`config.mk`:
```
export PLATFORM = sky130hd
export DESIGN_NAME = id_ex_stage_reg_flat
export DESIGN_NICKNAME = d
export VERILOG_FILES = /design/src/rtl/pipe_defs.sv /design/src/rtl/id_ex_stage_reg_if.sv /design/src/rtl/pipe_field_reg.sv /design/src/rtl/id_ex_stage_reg.sv /design/src/flat_wrapper.sv
export SDC_FILE = /design/constraint.sdc
export NUM_CORES = 1
export LEC_CHECK = 0
export CORE_AREA = 2 2 145 147
export DETAILED_ROUTE_END_ITERATION = 7
export DIE_AREA = 0 0 147 149
export GPL_TIMING_DRIVEN = 1
export PLACE_DENSITY = 0.75
export SETUP_SLACK_MARGIN = 0.3
export SYNTH_ARGS = -nofsm -noshare
export SYNTH_HDL_FRONTEND = slang
export SYNTH_SLANG_ARGS = --single-unit
```
`constraint.sdc`:
```
create_clock -name Clk -period 2.1 [get_ports Clk]
set_clock_uncertainty 0.1 [all_clocks]
set_input_delay 0.315 -clock Clk [delete_from_list [all_inputs] [get_ports Clk]]
set_output_delay 0.315 -clock Clk [all_outputs]
set_load 0.1 [all_outputs]
```
`src/rtl/pipe_defs.sv`:
```
// Shared pipeline definitions: control-bit layout and ALU op encodings.
// Used by the decoder, the ID/EX register and the EX/MEM register.
package pipe_defs;

  localparam int unsigned CTRL_W         = 6;
  localparam int unsigned CTRL_REG_WRITE = 5;
  localparam int unsigned CTRL_MEM_READ  = 4;
  localparam int unsigned CTRL_MEM_WRITE = 3;
  localparam int unsigned CTRL_MEM_TO_REG = 2;
  localparam int unsigned CTRL_ALU_SRC   = 1;
  localparam int unsigned CTRL_REG_DST   = 0;

  localparam int unsigned ALU_OP_W = 4;

  typedef enum logic [ALU_OP_W-1:0] {
    ALU_ADD = 4'h0,
    ALU_SUB = 4'h1,
    ALU_AND = 4'h2,
    ALU_OR  = 4'h3,
    ALU_XOR = 4'h4,
    ALU_NOR = 4'h5,
    ALU_SLT = 4'h6,
    ALU_SLL = 4'h7,
    ALU_SRL = 4'h8,
    ALU_SRA = 4'h9,
    ALU_LUI = 4'hA
  } alu_op_e;

  typedef logic [CTRL_W-1:0] ctrl_t;

  function automatic ctrl_t ctrl_pack(input logic reg_write, input logic mem_read,
                                      input logic mem_write, input logic mem_to_reg,
                                      input logic alu_src, input logic reg_dst);
    ctrl_t c;
    c                  = '0;
    c[CTRL_REG_WRITE]  = reg_write;
    c[CTRL_MEM_READ]   = mem_read;
    c[CTRL_MEM_WRITE]  = mem_write;
    c[CTRL_MEM_TO_REG] = mem_to_reg;
    c[CTRL_ALU_SRC]    = alu_src;
    c[CTRL_REG_DST]    = reg_dst;
    return c;
  endfunction

endpackage

```
`src/rtl/id_ex_stage_reg_if.sv`:
```
// ID->EX bundle and handshake. "slave" is the stage register's view,
// "master" is the surrounding pipeline (ID producer + EX consumer).
interface id_ex_stage_reg_if #(
  parameter int unsigned DATA_W  = 32,
  parameter int unsigned REG_AW  = 5,
  parameter int unsigned ALUOP_W = 4
);
  import pipe_defs::*;

  logic                in_valid;
  logic                in_ready;
  logic                flush;
  logic [DATA_W-1:0]   in_pc4;
  logic [DATA_W-1:0]   in_rs_data;
  logic [DATA_W-1:0]   in_rt_data;
  logic [DATA_W-1:0]   in_imm_ext;
  logic [DATA_W-1:0]   in_shamt_ext;
  logic [REG_AW-1:0]   in_rs;
  logic [REG_AW-1:0]   in_rt;
  logic [REG_AW-1:0]   in_rd;
  logic [ALUOP_W-1:0]  in_alu_op;
  logic [CTRL_W-1:0]   in_ctrl;

  logic                out_valid;
  logic                out_ready;
  logic [DATA_W-1:0]   out_pc4;
  logic [DATA_W-1:0]   out_rs_data;
  logic [DATA_W-1:0]   out_rt_data;
  logic [DATA_W-1:0]   out_imm_ext;
  logic [DATA_W-1:0]   out_shamt_ext;
  logic [REG_AW-1:0]   out_rs;
  logic [REG_AW-1:0]   out_rt;
  logic [REG_AW-1:0]   out_rd;
  logic [ALUOP_W-1:0]  out_alu_op;
  logic [CTRL_W-1:0]   out_ctrl;

  modport slave (
    input  in_valid, flush, in_pc4, in_rs_data, in_rt_data, in_imm_ext, in_shamt_ext,
           in_rs, in_rt, in_rd, in_alu_op, in_ctrl, out_ready,
    output in_ready, out_valid, out_pc4, out_rs_data, out_rt_data, out_imm_ext,
           out_shamt_ext, out_rs, out_rt, out_rd, out_alu_op, out_ctrl
  );

  modport master (
    output in_valid, flush, in_pc4, in_rs_data, in_rt_data, in_imm_ext, in_shamt_ext,
           in_rs, in_rt, in_rd, in_alu_op, in_ctrl, out_ready,
    input  in_ready, out_valid, out_pc4, out_rs_data, out_rt_data, out_imm_ext,
           out_shamt_ext, out_rs, out_rt, out_rd, out_alu_op, out_ctrl
  );

endinterface

```
`src/rtl/pipe_field_reg.sv`:
```
// Generic pipeline field register: async active-low reset to zero, load enable.
module pipe_field_reg #(
  parameter int unsigned W = 1
) (
  input  logic         clk_i,
  input  logic         rst_ni,
  input  logic         en_i,
  input  logic [W-1:0] d_i,
  output logic [W-1:0] q_o
);

  logic [W-1:0] field_q;

  always_ff @(posedge clk_i or negedge rst_ni) begin
    if (!rst_ni) begin
      field_q <= '0;
    end else if (en_i) begin
      field_q <= d_i;
    end
  end

  assign q_o = field_q;

endmodule

```
`src/rtl/id_ex_stage_reg.sv`:
```
// ID/EX pipeline register with valid/ready handshake and redirect flush.
// Control bits are cleared whenever the stage goes empty so bubbles never store/write back.
module id_ex_stage_reg
  import pipe_defs::*;
#(
  parameter int unsigned DATA_W  = 32,
  parameter int unsigned REG_AW  = 5,
  parameter int unsigned ALUOP_W = 4
) (
  input logic              Clk,
  input logic              Rst_n,
  id_ex_stage_reg_if.slave bus
);

  localparam int unsigned DATA_GRP_W = 5 * DATA_W;
  localparam int unsigned IDX_GRP_W  = 3 * REG_AW + ALUOP_W;

  logic valid_q;
  logic valid_d;
  logic load;
  logic take;
  logic ctrl_en;

  logic [DATA_GRP_W-1:0] data_d;
  logic [DATA_GRP_W-1:0] data_q;
  logic [IDX_GRP_W-1:0]  idx_d;
  logic [IDX_GRP_W-1:0]  idx_q;
  logic [CTRL_W-1:0]     ctrl_d;
  logic [CTRL_W-1:0]     ctrl_q;

  assign bus.in_ready = !valid_q || bus.out_ready;
  assign load         = bus.in_valid && bus.in_ready;
  // A flushed bundle is still handshaken on the input side but never captured.
  assign take         = load && !bus.flush;

  always_comb begin
    valid_d = valid_q;
    if (bus.flush) begin
      valid_d = 1'b0;
    end else if (load) begin
      valid_d = 1'b1;
    end else if (bus.out_ready) begin
      valid_d = 1'b0;
    end
  end

  always_ff @(posedge Clk or negedge Rst_n) begin
    if (!Rst_n) begin
      valid_q <= 1'b0;
    end else begin
      valid_q <= valid_d;
    end
  end

  assign data_d  = {bus.in_pc4, bus.in_rs_data, bus.in_rt_data, bus.in_imm_ext, bus.in_shamt_ext};
  assign idx_d   = {bus.in_rs, bus.in_rt, bus.in_rd, bus.in_alu_op};
  // Ctrl reloads on every valid transition; zero unless a bundle is actually taken.
  assign ctrl_en = bus.flush || load || (valid_q && bus.out_ready);
  assign ctrl_d  = take ? bus.in_ctrl : '0;

  pipe_field_reg #(.W(DATA_GRP_W)) u_data_reg (
    .clk_i  (Clk),
    .rst_ni (Rst_n),
    .en_i   (take),
    .d_i    (data_d),
    .q_o    (data_q)
  );

  pipe_field_reg #(.W(IDX_GRP_W)) u_idx_reg (
    .clk_i  (Clk),
    .rst_ni (Rst_n),
    .en_i   (take),
    .d_i    (idx_d),
    .q_o    (idx_q)
  );

  pipe_field_reg #(.W(CTRL_W)) u_ctrl_reg (
    .clk_i  (Clk),
    .rst_ni (Rst_n),
    .en_i   (ctrl_en),
    .d_i    (ctrl_d),
    .q_o    (ctrl_q)
  );

  assign bus.out_valid = valid_q;
  assign {bus.out_pc4, bus.out_rs_data, bus.out_rt_data, bus.out_imm_ext, bus.out_shamt_ext} = data_q;
  assign {bus.out_rs, bus.out_rt, bus.out_rd, bus.out_alu_op} = idx_q;
  assign bus.out_ctrl = ctrl_q;

endmodule
```
`src/flat_wrapper.sv`:
```
// flat-port wrapper written by rule: the top's interface ports become plain ports
module id_ex_stage_reg_flat import pipe_defs::*;
#(
  parameter int unsigned DATA_W  = 32,
  parameter int unsigned REG_AW  = 5,
  parameter int unsigned ALUOP_W = 4
)
  (Clk, Rst_n, bus_in_valid, bus_flush, bus_in_pc4, bus_in_rs_data, bus_in_rt_data, bus_in_imm_ext, bus_in_shamt_ext, bus_in_rs, bus_in_rt, bus_in_rd, bus_in_alu_op, bus_in_ctrl, bus_out_ready, bus_in_ready, bus_out_valid, bus_out_pc4, bus_out_rs_data, bus_out_rt_data, bus_out_imm_ext, bus_out_shamt_ext, bus_out_rs, bus_out_rt, bus_out_rd, bus_out_alu_op, bus_out_ctrl);
  id_ex_stage_reg_if #(.DATA_W(DATA_W), .REG_AW(REG_AW), .ALUOP_W(ALUOP_W)) bus_i ();
  input logic Clk;
  input logic Rst_n;
  input wire logic [$bits(bus_i.in_valid)-1:0] bus_in_valid;
  input wire logic [$bits(bus_i.flush)-1:0] bus_flush;
  input wire logic [$bits(bus_i.in_pc4)-1:0] bus_in_pc4;
  input wire logic [$bits(bus_i.in_rs_data)-1:0] bus_in_rs_data;
  input wire logic [$bits(bus_i.in_rt_data)-1:0] bus_in_rt_data;
  input wire logic [$bits(bus_i.in_imm_ext)-1:0] bus_in_imm_ext;
  input wire logic [$bits(bus_i.in_shamt_ext)-1:0] bus_in_shamt_ext;
  input wire logic [$bits(bus_i.in_rs)-1:0] bus_in_rs;
  input wire logic [$bits(bus_i.in_rt)-1:0] bus_in_rt;
  input wire logic [$bits(bus_i.in_rd)-1:0] bus_in_rd;
  input wire logic [$bits(bus_i.in_alu_op)-1:0] bus_in_alu_op;
  input wire logic [$bits(bus_i.in_ctrl)-1:0] bus_in_ctrl;
  input wire logic [$bits(bus_i.out_ready)-1:0] bus_out_ready;
  output wire logic [$bits(bus_i.in_ready)-1:0] bus_in_ready;
  output wire logic [$bits(bus_i.out_valid)-1:0] bus_out_valid;
  output wire logic [$bits(bus_i.out_pc4)-1:0] bus_out_pc4;
  output wire logic [$bits(bus_i.out_rs_data)-1:0] bus_out_rs_data;
  output wire logic [$bits(bus_i.out_rt_data)-1:0] bus_out_rt_data;
  output wire logic [$bits(bus_i.out_imm_ext)-1:0] bus_out_imm_ext;
  output wire logic [$bits(bus_i.out_shamt_ext)-1:0] bus_out_shamt_ext;
  output wire logic [$bits(bus_i.out_rs)-1:0] bus_out_rs;
  output wire logic [$bits(bus_i.out_rt)-1:0] bus_out_rt;
  output wire logic [$bits(bus_i.out_rd)-1:0] bus_out_rd;
  output wire logic [$bits(bus_i.out_alu_op)-1:0] bus_out_alu_op;
  output wire logic [$bits(bus_i.out_ctrl)-1:0] bus_out_ctrl;
  assign bus_i.in_valid = bus_in_valid;
  assign bus_i.flush = bus_flush;
  assign bus_i.in_pc4 = bus_in_pc4;
  assign bus_i.in_rs_data = bus_in_rs_data;
  assign bus_i.in_rt_data = bus_in_rt_data;
  assign bus_i.in_imm_ext = bus_in_imm_ext;
  assign bus_i.in_shamt_ext = bus_in_shamt_ext;
  assign bus_i.in_rs = bus_in_rs;
  assign bus_i.in_rt = bus_in_rt;
  assign bus_i.in_rd = bus_in_rd;
  assign bus_i.in_alu_op = bus_in_alu_op;
  assign bus_i.in_ctrl = bus_in_ctrl;
  assign bus_i.out_ready = bus_out_ready;
  assign bus_in_ready = bus_i.in_ready;
  assign bus_out_valid = bus_i.out_valid;
  assign bus_out_pc4 = bus_i.out_pc4;
  assign bus_out_rs_data = bus_i.out_rs_data;
  assign bus_out_rt_data = bus_i.out_rt_data;
  assign bus_out_imm_ext = bus_i.out_imm_ext;
  assign bus_out_shamt_ext = bus_i.out_shamt_ext;
  assign bus_out_rs = bus_i.out_rs;
  assign bus_out_rt = bus_i.out_rt;
  assign bus_out_rd = bus_i.out_rd;
  assign bus_out_alu_op = bus_i.out_alu_op;
  assign bus_out_ctrl = bus_i.out_ctrl;
  id_ex_stage_reg #(.DATA_W(DATA_W), .REG_AW(REG_AW), .ALUOP_W(ALUOP_W)) u_core (.Clk(Clk), .Rst_n(Rst_n), .bus(bus_i));
endmodule
```
==> flow_summary.json, run 1 <==
{
  "cts_root_buf": "clkbuf_16",
  "clock_latency_ns": 0.41,
  "n_antenna_cell": 0,
  "ir_worst_vdd_mv": 0.779,
  "switching_share": 0.476,
  "n_fill_cell": 1653,
  "period_share": 0.876,
  "rows": 53,
  "cp_max_fo": 23,
  "p_int_mw": 7.77,
  "grt_max_degree": 49,
  "synth_top_cell_by_area": "dfrtp_1",
  "synth_edf_count": 0,
  "critPathTopFamily": "flip-flops",
  "io_pins": 377,
  "p_seq_frac": 0.306,
  "netlist.area_leader.share": 0.619,
  "vias": 4976,
  "power.density_mw_per_mm2": 1250,
  "cts.path.max_buffers": 2,
  "syn_inst": 405,
  "power_leakage_nw": 5.48,
  "setup.worst_path.start_class": "register",
  "port_buffers": 376,
  "arrival_ns": 2.04,
  "hp-class": "in -> async",
  "cp_slowest_cell": "dfrtp_4",
  "worstSetupEndpointType": "register",
  "fp.dieH_um": 149,
  "ys_ff_latch": 186,
  "cts_tree": "yes",
  "grt_pass1_wl_um": 30900,
  "avgViaCountPerCell": 4.52,
  "dp.cells": 1063,
  "cp_num_cells": 5,
  "drive_above_1_share": 0.527,
  "holdWs_ns": 0.303,
  "path_buf_inv": 2,
  "finalWeightedCongestion": 0.780,
  "synthTopCellsByArea": "dfrtp_1 (62%), mux2_4 (22%), mux2_2 (10%)",
  "antenna_found_initial": 0,
  "stdcell_area_mm2": 0.0119,
  "drv_cap": 0,
  "dpl.hpwl_um": 15400,
  "crit_type": "reg -> reg",
  "max_slew.worst_pin.slew_ns": 0.541,
  "drc": 0,
  "synth_commonest_cells": "dfrtp_1 (186), mux2_4 (110), mux2_2 (69)",
  "max_slew_margin": 0.629,
  "core-area_mm2": 0.0206,
  "max_stage_delay_ns": 0.47,
  "die_area_mm2": 0.0219,
  "fin_nets": 1002,
  "area_growth_pct": 58.2,
  "grt_overflow": 0,
  "wl_um": 20200,
  "combPwrFrac": 0.477,
  "syn-num-nets": 595,
  "power_mw": 14.8,
  "wl_per_cell_um": 18.3,
  "clock_sinks": 186,
  "ys_seq_area_frac": 0.619,
  "synth-main-ff-cell": "dfrtp_1",
  "numCtsBuffers": 17,
  "ant_nets": 0,
  "first_iter_violations": 162,
  "path_clk_slew_ns": 0.07,
  "syn-cell-area_mm2": 0.00752,
  "netlist-cell-type-count": 13,
  "period_minus_slack_ns": 1.84,
  "reg2reg_depth": 5,
  "hold_violations": 0,
  "status": "complete, no violations",
  "async_reset_ff_frac": 1.00,
  "pwr-share-clk": 0.218,
  "fmax_mhz": 544,
  "placed_area_mm2": 0.0112,
  "crit_chain": "nor2b_4, nor3b_4, buf_6, buf_12, mux2_2",
  "power.switching_mw": 7.07,
  "grt_usage": 0.182,
  "final_cells": 1100,
  "synth_most_common_cell": "dfrtp_1",
  "syn_area_per_cell_um2": 18.6,
  "yosys_warnings": 0,
  "dr.pass1.iters": 4,
  "grt_pass1_vias": 5408,
  "htree_levels": 4,
  "die_w_um": 147,
  "setup_viol_count_final": 0,
  "rsz0062_at_grt": "true",
  "report.final.slew_viol_count": 0,
  "cp_data_required_time_ns": 2.30,
  "start_util": 0.366
}
==> state kept, by name, summed over array words and instances, names as in the netlist <==
name / cells
u_core.bus.out_valid: 1
u_core.u_ctrl_reg.q_o: 6
u_core.u_idx_reg.q_o: 19
u_core.u_data_reg.q_o: 160
==> placed cells by master (no fill, tap or decap), drive strengths merged <==
master,synthesis,final
a32oi,6,6
dfrtp,186,186
clkinv,0,1
mux2,179,179
clkbuf,0,21
nor2b,1,1
mux2i,1,1
buf,22,220
clkinvlp,0,4
nor3b,1,1
dlygate4sd3,0,1
clkdlybuf4s50,0,188
nor2,8,8
bufinv,0,1
inv,1,7
==> layout make-up <==
class	count	area (um2)	area share
Clock buffer	20	457	0.0384
Clock inverter	12	130	0.0109
Inverter	1	7.51	0.000631
Multi-Input combinational cell	196	2580	0.217
Sequential cell	186	4660	0.392
Tap cell	275	344	0.0289
Timing Repair Buffer	410	3710	0.312
==> timing repair <==
action | in CTS | in global routing
setup buffers | 2 | 1
resized for setup | 1 | 6
hold buffers | 1 | 0
cloned | 0 | 1
setup endpoints to repair | 168 | 173
endpoints found under the hold margin | 40 | 0
pin swaps | 0 | 0
==> path summary, 6_finish.rpt <==
path                                          startpoint                          to  slack, ns
min in group Clk                    bus_in_shamt_ext[24]   u_core.u_data_reg.q_o[24]       0.40
worst min register to register  u_core.u_idx_reg.q_o[15]    u_core.u_idx_reg.q_o[15]       0.41
worst max register to register      u_core.bus.out_valid   u_core.u_data_reg.q_o[41]       0.26
worst max-delay path                u_core.bus.out_valid   u_core.u_data_reg.q_o[41]       0.26
max in group asynchronous                          Rst_n   u_core.u_data_reg.q_o[17]       0.94
worst min-delay path                               Rst_n  u_core.u_data_reg.q_o[105]       0.30
==> metrics by stage <==
step                setup TNS (ns)  worst slack [ns]  utilization
finish                           0             0.261        0.578
global route                     0             0.207        0.578
CTS                              0             0.241        0.576
detailed placement           -4.01           -0.0555        0.546
global placement             -1.64           -0.0307        0.546
floorplan                        0             0.145            -
==> power by group through the flow <==
stage / clock, mW / combinational [mW] / sequential (mW)
after detailed placement: 0 / 7.09 / 4.60
after global routing: 3.47 / 7.23 / 4.62
after floorplan: 0 / 0.983 / 8.96
after global placement: 0 / 7.04 / 4.58
final: 3.23 / 7.07 / 4.54
after CTS: 3.30 / 7.10 / 4.54
==> kinds of logic after synthesis <==
family                 count (synthesis)  share of synthesized area
AO/OA/AOI/OAI                          6                    0.00699
buffers and inverters                 23                     0.0419
flip-flops                           186                      0.619
multiplexers                         180                      0.324
AND/OR/NAND/NOR                       10                    0.00749
==> routing by layer <==
| metal | GRT usage | up-vias | part of all wire |
|---|---|---|---|
| met5 | 0 | - | 0 |
| met4 | 0.0476 | 0 | 0.011 |
| met3 | 0.0609 | 16 | 0.080 |
| met2 | 0.317 | 218 | 0.51 |
| met1 | 0.219 | 2494 | 0.39 |
| li1 | - | 2248 | - |
(Power assumes the default switching activity.)
==> run 2, diff against run 1 <==
Clock period 2.1 ns to 2.21 ns, I/O delays scaled along.
==> run 2 against run 1 <==
  * Critical path depth shrank 1
  * Total power shrank 6.0%
  * Sequential share of layout area fell by 0.21 points
  * Sequential cell count did not move
  * Setup slack gained 0.084 ns
  * First-iteration DRC count decreased by 32%
  * Sequential power fell by 5.1%
  * Highest routed layer unchanged
==> flow_summary.json, run 2 (synthesis results as in run 1) <==
{
  "switching_share": 0.480,
  "antenna_found_initial": 0,
  "avgViaCountPerCell": 4.50,
  "r2r_start": "u_core.bus.out_valid",
  "arrival_ns": 1.43,
  "die_area_mm2": 0.0219,
  "start_util": 0.366,
  "wl_um": 19600,
  "period_minus_slack_ns": 1.87,
  "report.final.slew_viol_count": 0,
  "cts.path.max_buffers": 2,
  "ff2ff_setup_slack_ns": 0.36,
  "port_buffers": 376,
  "grt_pass1_wl_um": 29500,
  "drc": 0,
  "r2r-end": "u_core.u_data_reg.q_o[21]",
  "htree_levels": 4,
  "crit_type": "reg -> out",
  "path_clk_slew_ns": 0.07,
  "hp-class": "in -> async",
  "rsz0062_at_grt": "false",
  "worstSetupEndpointType": "primary output",
  "final_cells": 1104,
  "io_pins": 377,
  "p_int_mw": 7.25,
  "clock_sinks": 186,
  "first_iter_violations": 110,
  "hold_violations": 0,
  "power_leakage_nw": 5.48,
  "cts_root_buf": "clkbuf_16",
  "finalWeightedCongestion": 0.768,
  "cp_data_required_time_ns": 1.78,
  "pwr-share-clk": 0.208,
  "power.switching_mw": 6.69,
  "final_common_cell": "buf_4",
  "grt_max_degree": 94,
  "rows": 53,
  "reg2reg_depth": 6,
  "period_share": 0.844,
  "drive_above_1_share": 0.528,
  "combPwrFrac": 0.483,
  "cp_max_fo": 2,
  "setup.worst_path.start_class": "register",
  "grt_usage": 0.174,
  "max_slew.worst_pin.slew_ns": 0.547,
  "n_antenna_cell": 0,
  "stdcell_area_mm2": 0.0120,
  "fmax_mhz": 536,
  "n_fill_cell": 1659,
  "fin_nets": 1006,
  "wl_per_cell_um": 17.8,
  "clock_latency_ns": 0.42,
  "holdWs_ns": 0.159,
  "placed_area_mm2": 0.0113,
  "grt_overflow": 0,
  "final_cell_mix": "buf_4 (204), clkdlybuf4s50_1 (188), dfrtp_1 (185)",
  "status": "complete, no violations",
  "grt_pass1_vias": 5321,
  "area_growth_pct": 59.0,
  "power.density_mw_per_mm2": 1170,
  "core-area_mm2": 0.0206,
  "vias": 4971,
  "critPathLaunch": "u_core.bus.out_valid",
  "power_mw": 13.9,
  "ir_worst_vdd_mv": 0.576,
  "finalWorstSetupSlack_ns": 0.345,
  "fp.dieH_um": 149,
  "die_w_um": 147,
  "finalSetupTns_ns": 0,
  "dpl.hpwl_um": 14900,
  "drv_cap": 0,
  "utilization": 0.582,
  "max_slew_margin": 0.635,
  "cp-endpoint": "bus_in_ready",
  "dp.cells": 1060,
  "p_seq_frac": 0.309,
  "dr.pass1.iters": 4,
  "setup_viol_count_final": 0,
  "dp_slack_ns": -0.00911,
  "numCtsBuffers": 17,
  "cts_tree": "yes",
  "largest_reg_flops": 160,
  "ant_nets": 0
}
==> run 2: cell types whose count changed in the layout (fill, tap and decap cells not counted), sizes merged <==
cell      change
buf           +3
bufinv        -1
clkbuf        +1
clkinv        +1
clkinvlp      +1
inv           -1
==> run 2: metal layers <==
metal,vias up,routed length [um],GRT usage
li1,2262,-,-
met1,2450,7820,0.208
met2,233,9770,0.294
met3,26,1630,0.0572
met4,0,377,0.0678
met5,-,0,0
==> run 2: final cells by class <==
| cell class | count | area (um2) | share of cell area |
|---|---|---|---|
| Multi-Input combinational cell | 196 | 2550 | 0.214 |
| Timing Repair Buffer | 414 | 3830 | 0.321 |
| Clock buffer | 20 | 447 | 0.0374 |
| Sequential cell | 186 | 4660 | 0.390 |
| Tap cell | 275 | 344 | 0.0288 |
| Clock inverter | 12 | 110 | 0.00921 |
| Inverter | 1 | 7.51 | 0.000628 |
==> run 2: power groups by stage <==
stage	registers, mW	logic, mW	clock network (mW)
after global routing	4.38	6.88	3.15
after detailed placement	4.37	6.73	0
after global placement	4.36	6.68	0
final	4.31	6.73	2.90
after floorplan	8.51	0.918	0
after CTS	4.32	6.74	2.99
==> run 2: critical path: stages (launching register included) <==
cell,delay [ns]
dfrtp_4,0.48
nor2b_4,0.14
buf_4,0.14
clkinvlp_4,0.08
buf_12,0.17
==> run 2: worst min path at each step <==
stage	from	endpoint	slack [ns]	depth (start not counted)
after CTS	Rst_n	u_core.u_data_reg.q_o[62]	0.14	2
after global routing	Rst_n	u_core.u_data_reg.q_o[62]	0.14	2
final	Rst_n	u_core.u_data_reg.q_o[62]	0.16	2
after floorplan	Rst_n	u_core.u_ctrl_reg.q_o[0]	-0.06	0
after global placement	Rst_n	u_core.u_data_reg.q_o[62]	0.02	1
after detailed placement	Rst_n	u_core.u_data_reg.q_o[62]	0.02	1
==> run 2: repair_timing <==
item / CTS / global route
buffers inserted: 2 / 7
resized for setup: 0 / 3
endpoints found under the setup margin: 5 / 41
hold endpoints to repair: 186 / 0
gates cloned: 0 / 2
hold buffers: 1 / 0
==> run 3, diff against run 2 <==
Settings changed: CORE_AREA 2 2 145 147 to not set, CORE_MARGIN set to 2, CORE_UTILIZATION set to 36, DIE_AREA 0 0 147 149 to not set, PLACE_DENSITY 0.75 to 0.76.
Clock period 2.21 ns to 1.7 ns, I/O delays scaled along.
==> run 3 against run 2 <==
  * Highest routed layer unchanged
  * Die area up 0.69%
  * Combinational power up 65%
  * Sequential share of layout area down 7.4 points
  * Core utilization up 14 points
  * The flow now finishes with violations (setup timing)
  * Largest power group unchanged
  * Global-route usage up 2.6 points
  * Critical path depth up 1
  * Register-to-register slack worse by 0.51 ns
  * Setup slack worse by 0.50 ns
  * Non-clock buffer count up 67
  * Worst hold slack better by 0.080 ns
  * Critical path type is now reg -> reg
==> flow_summary.json, run 3 (synthesis results as in run 1) <==
{
  "cts.path.max_buffers": 2,
  "hp-class": "in -> async",
  "stdcell_area_mm2": 0.0147,
  "cts_tree": "yes",
  "grt_overflow": 0,
  "power_mw": 21.1,
  "max_slew_margin": 0.699,
  "violations": "setup timing",
  "arrival_ns": 2.05,
  "power_leakage_nw": 6.67,
  "antenna_found_initial": 0,
  "core-area_mm2": 0.0204,
  "dpl.hpwl_um": 16900,
  "numCtsBuffers": 17,
  "grt_busiest_layer": "met2",
  "cpMostUsedCell": "buf_12",
  "max_stage_delay_ns": 0.48,
  "drc": 0,
  "met3_usage": 0.0761,
  "grt_usage": 0.200,
  "cp_slowest_cell": "dfrtp_4",
  "avgViaCountPerCell": 4.55,
  "htree_levels": 4,
  "area_growth_pct": 96.2,
  "grt_max_degree": 44,
  "status": "complete, but fails checks",
  "die_w_um": 149,
  "final_cell_mix": "buf_12 (195), clkdlybuf4s50_1 (188), dfrtp_1 (185)",
  "setup.worst_path.start_class": "register",
  "finalWeightedCongestion": 0.782,
  "worstSetupEndpointType": "register",
  "final_common_cell": "buf_12",
  "finalWorstSetupSlack_ns": -0.150,
  "first_iter_violations": 120,
  "grt_pass1_wl_um": 33900,
  "wl_um": 22700,
  "period_share": 1.09,
  "wl_per_cell_um": 19.5,
  "path_clk_slew_ns": 0.07,
  "rows": 52,
  "setup_viol_count_final": 178,
  "ant_nets": 0,
  "start_util": 0.369,
  "dr.pass1.iters": 4,
  "n_antenna_cell": 0,
  "power.density_mw_per_mm2": 1430,
  "crit_chain": "nor2b_4, nor3b_4, buf_12, buf_12, mux2_4",
  "drv_cap": 0,
  "port_buffers": 376,
  "grt_pass1_vias": 5727,
  "period_minus_slack_ns": 1.85,
  "clock_sinks": 186,
  "rsz0062_at_grt": "true",
  "hold_violations": 0,
  "cts_root_buf": "clkbuf_16",
  "report.final.slew_viol_count": 0,
  "cp_data_required_time_ns": 1.90,
  "vias": 5300,
  "grtUsageMet2": 0.342,
  "fmax_mhz": 541,
  "drive_above_1_share": 0.568,
  "placed_area_mm2": 0.0135,
  "crit_type": "reg -> reg",
  "io_pins": 377,
  "fp.dieH_um": 149,
  "globalRouteMet1Util": 0.234,
  "fin_nets": 1073,
  "clock_latency_ns": 0.41,
  "cp_max_fo": 30,
  "ff2ff_setup_slack_ns": -0.15,
  "ir_worst_vdd_mv": 0.792,
  "die_area_mm2": 0.0221,
  "largest_reg_flops": 160,
  "max_slew.worst_pin.slew_ns": 0.451
}
[run 3: changes by cell type in the layout (fill, tap and decap cells not counted), moves of 2 or more]
cell	change
mux2_2	-8
inv_6	+2
buf_4	-110
buf_12	+180
a32oi_2	+3
clkinvlp_4	-4
clkinv_4	+2
mux2_4	+8
clkbuf_16	-2
a32oi_1	-3
[run 3: layout make-up]
type	count	area [um2]
Sequential cell	186	4660
Multi-Input combinational cell	196	2610
Inverter	1	7.51
Tap cell	270	338
Clock buffer	19	443
Fill cell	1201	5620
Timing Repair Buffer	481	6550
Clock inverter	13	145
[run 3: repair_timing]
item | 4_1_cts | 5_1_grt
setup endpoints to repair | 219 | 355
hold buffers | 1 | 0
gates resized for setup | 2 | 4
hold endpoints to repair | 33 | 0
pin swaps | 1 | 2
buffers inserted | 1 | 76
[run 3: path summary, 6_finish.rpt]
kind,from,depth (start not counted),to
min in group Clk,bus_in_shamt_ext[25],2,u_core.u_data_reg.q_o[25]
hold / removal,Rst_n,2,u_core.u_data_reg.q_o[118]
max in group asynchronous,Rst_n,3,u_core.u_data_reg.q_o[92]
hold reg to reg,u_core.u_data_reg.q_o[112],1,u_core.u_data_reg.q_o[112]
setup reg to reg,u_core.bus.out_valid,5,u_core.u_data_reg.q_o[61]
setup / recovery,u_core.bus.out_valid,5,u_core.u_data_reg.q_o[61]
[run 3: through the flow]
stage	TNS [ns]	setup WS, ns	hold WS, ns	util	std cells
detailed placement	-69.91	-0.440	0.119	0.665	1056
global placement	-68.28	-0.412	0.122	0.665	1056
global route	-25.80	-0.186	0.248	0.724	1166
CTS	-18.58	-0.150	0.232	0.695	1090
finish	-18.44	-0.150	0.239	0.724	1166
floorplan	-38.03	-0.255	-0.141	-	405
[run 3: worst max-delay path, delay by kind of cell, from the launching register on]
family | cells | cell delay (ns)
AND/OR/NAND/NOR | 2 | 0.35
buffers and inverters | 2 | 0.44
multiplexers | 1 | 0.33
flip-flops | 1 | 0.48
[run 3: power breakdown]
group          total (mW)  internal, mW  switching (mW)  leakage (nW)
clock                3.99          2.13            1.85         0.291
combinational        11.1          4.50            6.62          4.18
sequential           6.00          5.17           0.836          2.20
[run 3: routing by layer]
| metal | vias to the layer above | share of wire |
|---|---|---|
| li1 | 2390 | - |
| met1 | 2636 | 0.37 |
| met2 | 240 | 0.51 |
| met3 | 34 | 0.088 |
| met4 | 0 | 0.023 |
| met5 | - | 0 |
